===== src/rtl/seg7_scan_ctrl.sv =====
// -----------------------------------------------------------------------------
// seg7_scan_ctrl
//
// Bus-mapped scan controller for a multiplexed common-anode 7-segment display.
// Two word registers sit on the 32-bit peripheral bus:
//   BASE   : VALUE, nibble i is the hex digit shown on digit i (0 = rightmost)
//   BASE+1 : CTRL, bit 0 display on, bit 1 leading-zero blank,
//            bits 15:8 decimal-point mask (bit 8+i lights the dp of digit i)
// Each digit owns a slot of 2^PERIODBITS clocks. The first DEAD clocks of
// every slot are blanked to avoid ghosting between digits.
//
// Ports:
//   clk      system clock
//   reset_n  asynchronous active-low reset
//   enable   bus cycle strobe
//   rw       1 = write, 0 = read
//   addr     bus word address
//   d_in     write data
//   d_out    registered read data (one cycle latency)
//   seg      active-low segments, seg[7] = dp, seg[6:0] = g..a
//   an       active-low digit enables
// -----------------------------------------------------------------------------
module seg7_scan_ctrl #(
    parameter logic [31:0] BASE       = 32'h0,
    parameter int          NDIGITS    = 4,
    parameter int          PERIODBITS = 16,
    parameter int          DEAD       = 4
) (
    input  logic               clk,
    input  logic               reset_n,
    input  logic               enable,
    input  logic               rw,
    input  logic [31:0]        addr,
    input  logic [31:0]        d_in,
    output logic [31:0]        d_out,
    output logic [7:0]         seg,
    output logic [NDIGITS-1:0] an
);

    localparam int                    IDXW       = (NDIGITS > 1) ? $clog2(NDIGITS) : 1;
    localparam logic [PERIODBITS-1:0] DEAD_LAST  = PERIODBITS'(DEAD - 1);
    localparam logic [IDXW-1:0]       LAST_DIGIT = IDXW'(NDIGITS - 1);

    typedef enum logic [1:0] {
        S_OFF,
        S_BLANK,
        S_SHOW
    } state_t;

    state_t                state;
    logic [31:0]           value_reg;
    logic                  disp_on;
    logic                  lz_blank_en;
    logic [7:0]            dp_mask;
    logic [PERIODBITS-1:0] prescaler;
    logic [IDXW-1:0]       idx;

    logic                  hit_value;
    logic                  hit_ctrl;
    logic [31:0]           ctrl_word;
    logic [3:0]            nibble;
    logic                  upper_zero;
    logic                  blank_digit;
    logic [NDIGITS-1:0]    an_sel;
    logic                  slot_tick;

    assign hit_value = (addr == BASE);
    assign hit_ctrl  = (addr == (BASE + 32'd1));
    assign ctrl_word = {16'h0000, dp_mask, 6'b000000, lz_blank_en, disp_on};
    assign slot_tick = (prescaler == {PERIODBITS{1'b1}});

    // Hex digit to active-low {g..a} segment pattern.
    function automatic logic [6:0] glyph(input logic [3:0] n);
        logic [6:0] g;
        g = 7'h7F;
        case (n)
            4'h0: g = 7'h40;
            4'h1: g = 7'h79;
            4'h2: g = 7'h24;
            4'h3: g = 7'h30;
            4'h4: g = 7'h19;
            4'h5: g = 7'h12;
            4'h6: g = 7'h02;
            4'h7: g = 7'h78;
            4'h8: g = 7'h00;
            4'h9: g = 7'h10;
            4'hA: g = 7'h08;
            4'hB: g = 7'h03;
            4'hC: g = 7'h46;
            4'hD: g = 7'h21;
            4'hE: g = 7'h06;
            4'hF: g = 7'h0E;
            default: g = 7'h7F;
        endcase
        return g;
    endfunction

    // Bus side: register writes and the registered read port. Unmapped
    // addresses ignore writes and read back as zero.
    always_ff @(posedge clk or negedge reset_n) begin
        if (!reset_n) begin
            value_reg   <= 32'h0;
            disp_on     <= 1'b0;
            lz_blank_en <= 1'b0;
            dp_mask     <= 8'h00;
            d_out       <= 32'h0;
        end else if (enable) begin
            if (rw) begin
                if (hit_value) begin
                    value_reg <= d_in;
                end
                if (hit_ctrl) begin
                    disp_on     <= d_in[0];
                    lz_blank_en <= d_in[1];
                    dp_mask     <= d_in[15:8];
                end
            end else begin
                if (hit_value) begin
                    d_out <= value_reg;
                end else if (hit_ctrl) begin
                    d_out <= ctrl_word;
                end else begin
                    d_out <= 32'h0;
                end
            end
        end
    end

    // Digit currently selected by the scan index, the one-cold anode pattern
    // for it, and whether it counts as a leading zero (it and every more
    // significant digit are zero).
    always_comb begin
        nibble     = value_reg[{idx, 2'b00} +: 4];
        upper_zero = 1'b1;
        for (int k = 0; k < NDIGITS; k++) begin
            if ((k >= int'(idx)) && (value_reg[4*k +: 4] != 4'h0)) begin
                upper_zero = 1'b0;
            end
        end
        an_sel      = '1;
        an_sel[idx] = 1'b0;
        blank_digit = lz_blank_en && (idx != '0) && upper_zero;
    end

    // Scan FSM. seg/an are registered and only change at the BLANK->SHOW
    // latch, at the slot tick, or when the display is switched off, so bus
    // writes during SHOW never disturb the glyph being displayed. The
    // switch-off check looks at the CTRL register itself, so the display
    // goes dark on the edge after the CTRL[0]=0 write has landed.
    always_ff @(posedge clk or negedge reset_n) begin
        if (!reset_n) begin
            state     <= S_OFF;
            prescaler <= '0;
            idx       <= '0;
            seg       <= 8'hFF;
            an        <= '1;
        end else if (!disp_on) begin
            state     <= S_OFF;
            prescaler <= '0;
            idx       <= '0;
            seg       <= 8'hFF;
            an        <= '1;
        end else begin
            case (state)
                S_OFF: begin
                    state     <= S_BLANK;
                    prescaler <= '0;
                    idx       <= '0;
                end
                S_BLANK: begin
                    prescaler <= prescaler + 1'b1;
                    if (prescaler == DEAD_LAST) begin
                        state <= S_SHOW;
                        seg   <= {~dp_mask[idx], glyph(nibble)};
                        an    <= blank_digit ? {NDIGITS{1'b1}} : an_sel;
                    end
                end
                S_SHOW: begin
                    prescaler <= prescaler + 1'b1;
                    if (slot_tick) begin
                        state <= S_BLANK;
                        seg   <= 8'hFF;
                        an    <= '1;
                        idx   <= (idx == LAST_DIGIT) ? '0 : idx + 1'b1;
                    end
                end
                default: begin
                    state     <= S_OFF;
                    prescaler <= '0;
                    idx       <= '0;
                    seg       <= 8'hFF;
                    an        <= '1;
                end
            endcase
        end
    end

endmodule


===== config.mk =====
export PLATFORM = sky130hd
export DESIGN_NAME = seg7_scan_ctrl
export DESIGN_NICKNAME = d
export VERILOG_FILES = /design/src/rtl/seg7_scan_ctrl.sv
export SDC_FILE = /design/constraint.sdc
export NUM_CORES = 1
export LEC_CHECK = 0
export BUFFER_PORTS_ARGS = -buffer_cell sky130_fd_sc_hd__clkbuf_2
export CORE_MARGIN = 5
export CORE_UTILIZATION = 50
export DETAILED_ROUTE_END_ITERATION = 7
export GPL_TIMING_DRIVEN = 0
export PLACE_DENSITY = 0.87
export SYNTH_ARGS = -nofsm -noshare
export SYNTH_HDL_FRONTEND = slang
export SYNTH_SLANG_ARGS = --single-unit

===== constraint.sdc =====
create_clock -name clk -period 5.64 [get_ports clk]
set_input_delay 0.564 -clock clk [delete_from_list [all_inputs] [get_ports clk]]
set_output_delay 0.564 -clock clk [all_outputs]
set_load 0.03 [all_outputs]

==> out/qor.csv <==
stage,metric,value,unit
status,result of the run,"complete, no violations",
global_route,maximum number of pins on one net before global-route repair,65,
clock_network,Max Root-Sink Buffers,2,
floorplan,Core Region,0.00977,mm^2
timing,Worst Max-Slew Pin Slew,0.999,ns
yosys,register area share after synthesis,53.3,%
setup_path,kind of end point of the critical path,flip-flop,
final_layout,Inserted Diodes,0,
setup_path,count of cell instances traversed by the critical path,7,
yosys,leading cell types by count after synthesis,"dfrtp_1 (94), mux2_2 (48), nand2_1 (35)",
global_route,number of global-route vias before repair,3763,
final_layout,fill cell total of the finished layout,775,
setup_path,sequence of cells on the critical path,"buf_2, clkinv_1, ha_1, or4b_2, o41a_1, nand2_1, mux2_2",
drt,Starting DRT DRC Count,200,
placement,number of port buffers,111,
timing,total setup violations reported at the end of the flow,0,
global_route,overall track demand over capacity in global routing,19.7,%
clock_network,clk_lat worst skew,0.37,ns
final_layout,share of post-route cells with drive strength above 1,39.8,%
clock_network,clock tree from TritonCTS,done,
yosys,top-area cell type share of the netlist area,47.0,%
timing,headroom to the max-slew limit,32.9,%
yosys,biggest area consumer among synthesized cells,dfrtp_1,
drt,Detailed Routing Iterations Pass 1,5,
floorplan,Boundary Pins,112,
clock_network,post-CTS repair timing setup buffer count,0,
yosys,ranking of synthesized cells by area,"dfrtp_1 (47%), mux2_2 (11%), dfstp_2 (6.3%), ha_1 (4.0%), a22o_1 (3.9%)",
timing,shortest period the worst path allows,2.70,ns
floorplan,DIE WIDTH,110,um
yosys,main flop type after synthesis,dfrtp_1,
yosys,total number of yosys warnings,0,
yosys,net count of the mapped netlist,488,
pwr,overall power,0.00127,W
floorplan,starting utilization of the core area,51.2,%
global_route,initial antenna violation count,0,
yosys,gate count after technology mapping,404,
drt,via count,3782,
final_layout,"Area growth, synth to finish",19.0,%
setup_path,CP Capture Point,an[1],
yosys,count of cell types in the netlist,51,
pwr,power density over the cells,214,mW/mm^2
drt,Post-DRT Antenna Nets,0,
drt,final routed wirelength across all metal layers,11900,um
timing,setup clock skew after layout,0.0159,ns
timing,Final Hold Violating Endpoints,0,
timing,hold slack final,0.311,ns
setup_path,Worst setup SP type,flip-flop,
pwr,worst IR drop on VDD,0.000137,V
setup_path,kind of critical path,flip-flop to flip-flop,
clock_network,clock sink count,106,
yosys,count of state elements after synthesis,106,
setup_path,"Max FO, Critical Path",9,
yosys,cell area after synthesis,0.00500,mm^2
floorplan,Vert. Die Dim,110,um
yosys,"EDFF count, synth",0,
clock_network,Max H-tree Level,3,
clock_network,quantity of hold-fixing buffers added after cts,0,
drt,remaining design rule violation count,0,
clock_network,Inserted Clock Buffers,9,
timing,total negative setup slack,0,ns
setup_path,buffers and inverters on the worst path,2,
final_layout,Total Nets Final,611,
setup_path,cell with the largest stage delay on the worst path,or4b_2,
timing,Highest Clock Rate,370,MHz
timing,Tcrit/Tclk final,47.9,%
setup_path,register-to-register path setup slack,2.94,ns
final_layout,total area of sequential cells,0.00267,mm^2
setup_path,dominant delay contributor by cell family on the critical path,simple AND/OR/NAND/NOR gates,
worst_hold_path,hold crit path type,input port to async pin,
drt,via count normalized by instance count,5.69,
placement,placed wire-length estimate,8980,um
floorplan,area of the die,0.0121,mm^2
floorplan,standard-cell row count,36,
clock_network,Clk Tree Root Cell,clkbuf_8,
setup_path,Critical R2R Launch,idx[0],
final_layout,total area of multi-input combinational cells,0.00222,mm^2
pwr,Leakage Power,2.88,nW
clock_network,clock transition at the register clock pins on the worst setup and hold paths after CTS,0.11,ns
drt,routed wire length per instance,17.9,um
setup_path,data arrival time of the critical path,3.01,ns
clock_network,PostCTS Resize Cnt,0,
global_route,total congestion overflow after global routing,0,
timing,Final Max Tran Viols,0,
setup_path,"Req. time, crit path",5.95,ns
placement,routability cong.,0.870,
setup_path,CP max stage delay,0.66,ns
setup_path,start point of the critical path,idx[0],
yosys,average cell area after synthesis,12.4,um^2
run,number of max-cap violations,0,
setup_path,r2r worst-path depth,7,
setup_path,end of the worst register-to-register path,an[1],
yosys,most frequent cell after synthesis,dfrtp_1,
global_route,wire length of the first global-routing pass,18500,um
timing,unrepaired setup endpoints after global routing,false,
yosys,asr flop ratio synth,100,%
[worst register-to-register path: stages (launching register included)]
cell      delay (ns)
dfrtp_1         0.43
buf_2           0.27
clkinv_1        0.28
ha_1            0.31
or4b_2          0.66
o41a_1          0.44
nand2_1         0.11
mux2_2          0.15
[worst min-delay path by stage]
stage,start,cells after the start,endpoint,slack (ns)
floorplan,reset_n,0,d_out[0],0.27
global placement,d_out[0],2,d_out[0],0.46
detailed placement,d_out[15],2,d_out[15],0.46
CTS,reset_n,1,prescaler[10],0.35
global route,reset_n,1,prescaler[8],0.37
finish,reset_n,1,prescaler[10],0.31
[cell type report]
type,instances,share of cell area (%)
Sequential cell,106,44.8
Timing Repair Buffer,112,9.71
Tap cell,133,2.80
Inverter,10,0.631
Clock buffer,9,2.08
Multi-Input combinational cell,271,37.3
Clock inverter,7,1.35
Buffer,17,1.37
[report_power, final]
group,internal (W),switching [W]
Sequential,0.000760,0.00000000000137
Clock,0.000177,0.000289
Combinational,0.0000197,0.0000292
Total,0.000956,0.000318
[metrics by stage]
stage | utilization [%] | cell area (um^2) | std cells | setup WS [ns]
2_1_floorplan | - | 5000 | 404 | 3.31
3_3_place_gp | 58.6 | 5730 | 648 | 2.72
3_5_place_dp | 58.8 | 5750 | 649 | 3.00
4_1_cts | 60.9 | 5950 | 665 | 2.97
5_1_grt | 60.9 | 5950 | 665 | 2.83
6_report | 60.9 | 5950 | 665 | 2.94
[layer usage]
| layer | GRT usage, % | wire (um) | vias to the layer above |
|---|---|---|---|
| met1 | 25.4 | 4750 | 1900 |
| met3 | 5.01 | 692 | 27 |
| met2 | 32.1 | 6170 | 136 |
| met4 | 7.39 | 314 | 0 |
| li1 | - | - | 1719 |
| met5 | 0 | 0 | - |
[cell usage in the layout, fill, tap and decap left out, drive strengths merged, types with 10 or more instances in the layout]
cell / count
a22oi: 10
dfrtp: 94
a22o: 22
mux2: 50
ha: 16
nand2: 35
dfstp: 12
nor2: 22
nor4: 16
inv: 12
clkbuf: 129
[cell families after synthesis]
kind of cell | after synthesis | synth area share, %
buffers and inverters | 27 | 2.38
AOI/OAI and AO/OA | 62 | 9.78
muxes | 62 | 14.9
DFF | 106 | 53.3
and+or+nand+nor | 115 | 12.8
adders and majority gates | 16 | 4.00
xor gates and xnor gates | 16 | 2.80
Power figures use the tool's default switching activity.
